[config.mk]
export PLATFORM = sky130hd
export DESIGN_NAME = wbc_cmd_master
export DESIGN_NICKNAME = d
export VERILOG_FILES = /design/src/rtl/wbc_cmd_master.sv
export SDC_FILE = /design/constraint.sdc
export NUM_CORES = 1
export LEC_CHECK = 0
export ABC_AREA = 1
export CORE_MARGIN = 3
export CORE_UTILIZATION = 45
export CTS_CLUSTER_DIAMETER = 200
export DETAILED_ROUTE_END_ITERATION = 7
export PLACE_DENSITY = 0.85
export RECOVER_POWER = 50
export SYNTH_ARGS = -nofsm -noshare
export SYNTH_HDL_FRONTEND = slang
export SYNTH_SLANG_ARGS = --single-unit
[constraint.sdc]
create_clock -name i_clk -period 5.55 [get_ports i_clk]
set_input_delay 0.8325 -clock i_clk [delete_from_list [all_inputs] [get_ports i_clk]]
set_output_delay 0.8325 -clock i_clk [all_outputs]
set_load 0.005 [all_outputs]
[src/rtl/wbc_cmd_master.sv]
// wbc_cmd_master
// Classic (non-pipelined) Wishbone bus master driven by a single-word
// valid/ready command port. Each accepted command becomes one Wishbone
// read or write cycle. The result goes back on a valid/ready response port.
// Only one transaction is outstanding at a time. A bounded timeout ends any
// cycle that a slave never acknowledges.
//
// Parameters:
//   AW      Wishbone word-address width
//   DW      data width (DW/8 byte selects)
//   TIMEOUT max cycles cyc may stay high without ack/err (0 = never time out)
//
// Ports:
//   i_clk, i_reset                      clock, async active-high reset
//   i_cmd_valid / o_cmd_ready           command handshake
//   i_cmd_we/addr/data/sel              command payload
//   o_rsp_valid / i_rsp_ready           response handshake
//   o_rsp_data, o_rsp_status            read data (0 for writes/failures);
//                                       status 00 ok, 01 bus error, 10 timeout
//   o_wb_cyc/stb/we/adr/dat/sel         Wishbone master outputs
//   i_wb_ack/err/dat                    Wishbone slave returns
//   o_busy                              high whenever not idle
module wbc_cmd_master #(
  parameter int AW      = 30,
  parameter int DW      = 32,
  parameter int TIMEOUT = 255
) (
  input  logic              i_clk,
  input  logic              i_reset,
  input  logic              i_cmd_valid,
  output logic              o_cmd_ready,
  input  logic              i_cmd_we,
  input  logic [AW-1:0]     i_cmd_addr,
  input  logic [DW-1:0]     i_cmd_data,
  input  logic [DW/8-1:0]   i_cmd_sel,
  output logic              o_rsp_valid,
  input  logic              i_rsp_ready,
  output logic [DW-1:0]     o_rsp_data,
  output logic [1:0]        o_rsp_status,
  output logic              o_wb_cyc,
  output logic              o_wb_stb,
  output logic              o_wb_we,
  output logic [AW-1:0]     o_wb_adr,
  output logic [DW-1:0]     o_wb_dat,
  output logic [DW/8-1:0]   o_wb_sel,
  input  logic              i_wb_ack,
  input  logic              i_wb_err,
  input  logic [DW-1:0]     i_wb_dat,
  output logic              o_busy
);

  localparam int SW = DW / 8;
  // A disabled timeout still gets a 1-bit counter so the vector stays legal.
  localparam int CW = (TIMEOUT > 0) ? $clog2(TIMEOUT + 1) : 1;
  localparam int LAST_INT = (TIMEOUT > 0) ? (TIMEOUT - 1) : 0;
  localparam logic [CW-1:0] CNT_LAST = CW'(LAST_INT);
  localparam logic [CW-1:0] CNT_MAX  = {CW{1'b1}};

  localparam logic [1:0] ST_OK      = 2'b00;
  localparam logic [1:0] ST_BUS_ERR = 2'b01;
  localparam logic [1:0] ST_TIMEOUT = 2'b10;

  typedef enum logic [1:0] {
    S_IDLE = 2'd0,
    S_BUS  = 2'd1,
    S_RESP = 2'd2
  } state_t;

  state_t        state_reg;
  logic [CW-1:0] cnt_reg;

  assign o_busy = (state_reg != S_IDLE);

  always_ff @(posedge i_clk or posedge i_reset) begin
    if (i_reset) begin
      state_reg    <= S_IDLE;
      cnt_reg      <= '0;
      o_cmd_ready  <= 1'b0;
      o_rsp_valid  <= 1'b0;
      o_rsp_data   <= '0;
      o_rsp_status <= ST_OK;
      o_wb_cyc     <= 1'b0;
      o_wb_stb     <= 1'b0;
      o_wb_we      <= 1'b0;
      o_wb_adr     <= '0;
      o_wb_dat     <= '0;
      o_wb_sel     <= {SW{1'b0}};
    end else begin
      case (state_reg)
        S_IDLE: begin
          if (o_cmd_ready && i_cmd_valid) begin
            o_wb_we     <= i_cmd_we;
            o_wb_adr    <= i_cmd_addr;
            o_wb_dat    <= i_cmd_data;
            o_wb_sel    <= i_cmd_sel;
            o_wb_cyc    <= 1'b1;
            o_wb_stb    <= 1'b1;
            cnt_reg     <= '0;
            o_cmd_ready <= 1'b0;
            state_reg   <= S_BUS;
          end else begin
            // Ready comes up one edge after reset release and stays up
            // until a command is taken.
            o_cmd_ready <= 1'b1;
          end
        end

        S_BUS: begin
          if (i_wb_err || i_wb_ack ||
              ((TIMEOUT != 0) && (cnt_reg == CNT_LAST))) begin
            o_wb_cyc    <= 1'b0;
            o_wb_stb    <= 1'b0;
            o_rsp_valid <= 1'b1;
            state_reg   <= S_RESP;
            // Error wins over a simultaneous ack.
            if (i_wb_err) begin
              o_rsp_status <= ST_BUS_ERR;
              o_rsp_data   <= '0;
            end else if (i_wb_ack) begin
              o_rsp_status <= ST_OK;
              o_rsp_data   <= o_wb_we ? '0 : i_wb_dat;
            end else begin
              o_rsp_status <= ST_TIMEOUT;
              o_rsp_data   <= '0;
            end
          end else if (cnt_reg != CNT_MAX) begin
            // Saturating so a disabled timeout can never wrap into a match.
            cnt_reg <= cnt_reg + CW'(1);
          end
        end

        S_RESP: begin
          // Stray ack/err here are simply not looked at.
          if (i_rsp_ready) begin
            o_rsp_valid  <= 1'b0;
            o_rsp_data   <= '0;
            o_rsp_status <= ST_OK;
            o_cmd_ready  <= 1'b1;
            state_reg    <= S_IDLE;
          end
        end

        default: begin
          state_reg   <= S_IDLE;
          o_cmd_ready <= 1'b0;
          o_rsp_valid <= 1'b0;
          o_wb_cyc    <= 1'b0;
          o_wb_stb    <= 1'b0;
        end
      endcase
    end
  end

endmodule

==> impl_metrics.csv <==
group,metric,value,unit
outcome,outcome,"complete, but fails checks",
outcome,failing_checks,"capacitance limit, slew limit",
sta,layout_skew,0.00658,ns
clock_network,clk_buf_depth,2,
drt,drt_first_pass_iters,6,
clock_network,cts.reportedPaths.clkPinSlew,0.06,ns
sta,timing.final.crit_period,3.50,ns
finish,syn2layout_area_growth,59.5,%
sta,final_min_period_over_clock_period,0.631,
synth,synth-edff-count,0,
critical_path,critPathKind,"input pin to asynchronous set/reset pin",
floorplan,fp.dieH,109,um
sta,maxSlewHeadroom,-1.46,
critical_path,critPathSlowestCell,"sky130_fd_sc_hd__clkinvlp_2",
critical_path,crit_chain,"dlygate4sd3_1 > clkinvlp_2",
sta,final_max_slew_viol_count,86,
placed_design,hpwlAfterDp,8980,um
drt,wirelength,12700,um
global_route,grt.overflow.total,0,
floorplan,start_util,0.473,
finish,final_core_utilization,0.754,
synth,synth_area_per_cell,11.5,sq um
sta,setup-tns-final,0,ns
critical_path,worst_path_largest_cell_delay,2.07,ns
synth,synth.largest_area_cell,"sky130_fd_sc_hd__dfrtp_1",
global_route,global_route_wire_length_before_repair,19900,um
synth,ys_types,23,
floorplan,placement_rows,36,
critical_path,timing.critical_path.max_delay_family,"buffers and inverters",
clock_network,post-cts-setup-buffer-count,0,
critical_path,worst-path-buf-inv,2,
floorplan,floorplan.io_pins,211,
flow_run,drv.max_cap_violation_count,1,
clock_network,cts_hold_buffers,0,
synth,synth-seq-area-share,0.603,
critical_path,regToRegStartpoint,"state_reg[1]$_DFFE_PP0P_",
synth,synth_instances,411,
global_route,grt_start_max_net_pins,86,
sta,setup_viol,0,
finish,fraction_of_layout_cells_with_a_size_suffix_above_1,0.200,
synth,ys_top_cells_by_count,"sky130_fd_sc_hd__dfrtp_1 (114), sky130_fd_sc_hd__nand2_1 (82), sky130_fd_sc_hd__mux2_2 (67), sky130_fd_sc_hd__nand3_1 (44), sky130_fd_sc_hd__o21ai_1 (22)",
drt,1st_iter_drt_viols,186,
finish,reg.largest.list,"o_rsp_data (32), o_wb_dat (32), o_wb_adr (30)",
clock_network,insertion_delay,0.50,ns
critical_path,cp.arrival,3.48,ns
drt,drcViolationCount,0,
sta,final_hold_viol_count,0,
finish,final.fill_count,682,
sta,worst_pin_slew,3.67,ns
sta,fmax,286,MHz
global_route,via_count_of_the_first_global_routing_pass,4142,
clock_network,cts_repair_resize_count,0,
critical_path,critPathMaxFanout,85,
synth,synthesis_warnings,0,
hold_path,hold_path.startpoint,"o_rsp_data[18]$_DFFE_PP0P_",
drt,avgRoutedWirePerCell,16.5,um
finish,fin_area,7540,sq um
pwr,leakage,3.29,nW
synth,post_synth_instance_area,4730,sq um
critical_path,worst-endpoint-required,5.53,ns
synth,synthMostInstantiatedCell,"sky130_fd_sc_hd__dfrtp_1",
pwr,power_after_layout,0.00419,W
clock_network,cts-buffers-inserted,17,
clock_network,root_cell_of_the_clock_tree,"sky130_fd_sc_hd__clkbuf_8",
finish,number_of_nets_in_the_layout,729,
synth,synth_largest_type_area_fraction,0.603,
critical_path,crit_path_end_kind,"asynchronous set/reset pin",
synth,synthFlopType,"sky130_fd_sc_hd__dfrtp_1",
global_route,gr-usage-all-layers,0.220,
floorplan,area_inside_the_core_boundary,10000,sq um
global_route,antenna_found_initial,0,
finish,insertedDiodeCount,0,
placed_design,final_weighted_congestion_of_routability_driven_global_placement,0.811,
hold_path,min-delay-path-class,"flip-flop to flip-flop",
clock_network,cts_sinks,114,
synth,ys_async_sr_fraction,1.00,
placed_design,port_buffers,210,
drt,drt.antenna.violating_nets,0,
sta,rsz0062_at_grt,"false",
synth,postSynthNetCount,518,
critical_path,worst_setup_path_start_kind,"input pin",
placed_design,detailed_place.area,6910,sq um
pwr,power.density_cell_area,556,nW/um^2
clock_network,tritoncts_clock_tree,"done",
pwr,power.ir.vdd_worst,0.418,mV
drt,post_drt_via_cell_ratio,5.03,
clock_network,h-tree-depth,4,
drt,detailroute.via_count,3860,
critical_path,crit_start,"i_reset",
synth,synth_area_leaders,"sky130_fd_sc_hd__dfrtp_1 (60%), sky130_fd_sc_hd__mux2_2 (16%), sky130_fd_sc_hd__nand2_1 (6.5%)",
floorplan,die_outline_area,11800,sq um
floorplan,floorplan.die.width,109,um
synth,ys_ff_latch,114,
==> final timing paths <==
kind,endpoint,slack (ns),cells past startpoint
worst max-delay path,o_rsp_data[23]$_DFFE_PP0P_,2.05,2
max in group i_clk,o_busy,2.88,3
worst max register to register,o_rsp_data[3]$_DFFE_PP0P_,2.98,8
worst min-delay path,o_rsp_data[18]$_DFFE_PP0P_,0.48,2
min in group asynchronous,o_wb_dat[1]$_DFFE_PP0P_,1.88,2
worst min register to register,o_rsp_data[18]$_DFFE_PP0P_,0.48,2
==> placed cells by master, fill, tap and decap left out, types with 2 or more instances in the layout <==
| master | n |
|---|---|
| sky130_fd_sc_hd__o21ai_1 | 22 |
| sky130_fd_sc_hd__mux2_2 | 67 |
| sky130_fd_sc_hd__clkdlybuf4s50_1 | 159 |
| sky130_fd_sc_hd__dlygate4sd3_1 | 51 |
| sky130_fd_sc_hd__clkbuf_16 | 16 |
| sky130_fd_sc_hd__nand2_1 | 82 |
| sky130_fd_sc_hd__bufinv_16 | 4 |
| sky130_fd_sc_hd__nor2_1 | 17 |
| sky130_fd_sc_hd__nand2_2 | 4 |
| sky130_fd_sc_hd__inv_1 | 14 |
| sky130_fd_sc_hd__nand3_1 | 43 |
| sky130_fd_sc_hd__buf_4 | 3 |
| sky130_fd_sc_hd__o21ai_2 | 12 |
| sky130_fd_sc_hd__ha_1 | 2 |
| sky130_fd_sc_hd__dfrtp_1 | 114 |
| sky130_fd_sc_hd__clkinvlp_4 | 5 |
| sky130_fd_sc_hd__clkbuf_8 | 4 |
| sky130_fd_sc_hd__nor2_2 | 2 |
| sky130_fd_sc_hd__clkinv_4 | 2 |
==> worst min-delay path, delay by kind of cell, from the launching register on <==
family	cells	cell delay, ns
AND/OR/NAND/NOR	1	0.06
AO/OA/AOI/OAI	1	0.05
flip-flops	1	0.34
==> area by class of cell <==
type | count | area (sq um) | area share
Multi-Input combinational cell | 260 | 1700 | 0.226
Tap cell | 133 | 166 | 0.0221
Clock inverter | 12 | 180 | 0.0239
Inverter | 16 | 61.3 | 0.00813
Sequential cell | 114 | 2850 | 0.378
Timing Repair Buffer | 213 | 2120 | 0.282
Clock buffer | 20 | 455 | 0.0604
==> logic make-up after synthesis <==
family / synth area share
AO/OA/AOI/OAI: 0.0516
adder cells (fa/ha/maj): 0.00529
flip-flops: 0.603
multiplexers: 0.160
buffers and inverters: 0.0407
AND/OR/NAND/NOR: 0.140
==> routing by layer <==
| metal | share of wire | wire length [um] | GRT usage | up-vias |
|---|---|---|---|---|
| met1 | 0.38 | 4790 | 0.249 | 1865 |
| met5 | 0 | 0 | 0 | - |
| met2 | 0.51 | 6450 | 0.365 | 167 |
| li1 | - | - | - | 1808 |
| met3 | 0.094 | 1200 | 0.0764 | 20 |
| met4 | 0.020 | 255 | 0.115 | 0 |
==> stage by stage <==
stage	cells	setup WS, ns	hold slack (ns)
2_1_floorplan	411	1.70	0.464
3_3_place_gp	736	2.67	0.462
3_5_place_dp	736	2.55	0.468
4_1_cts	768	2.85	0.482
5_1_grt	768	1.44	0.502
6_report	768	2.05	0.479
==> power by group <==
group          switching (W)  internal [W]
Clock               0.000374      0.000765
Combinational       0.000686      0.000972
Sequential          0.000194       0.00120
Total                0.00125       0.00294
No activity file was read; power rests on OpenSTA's default activity.
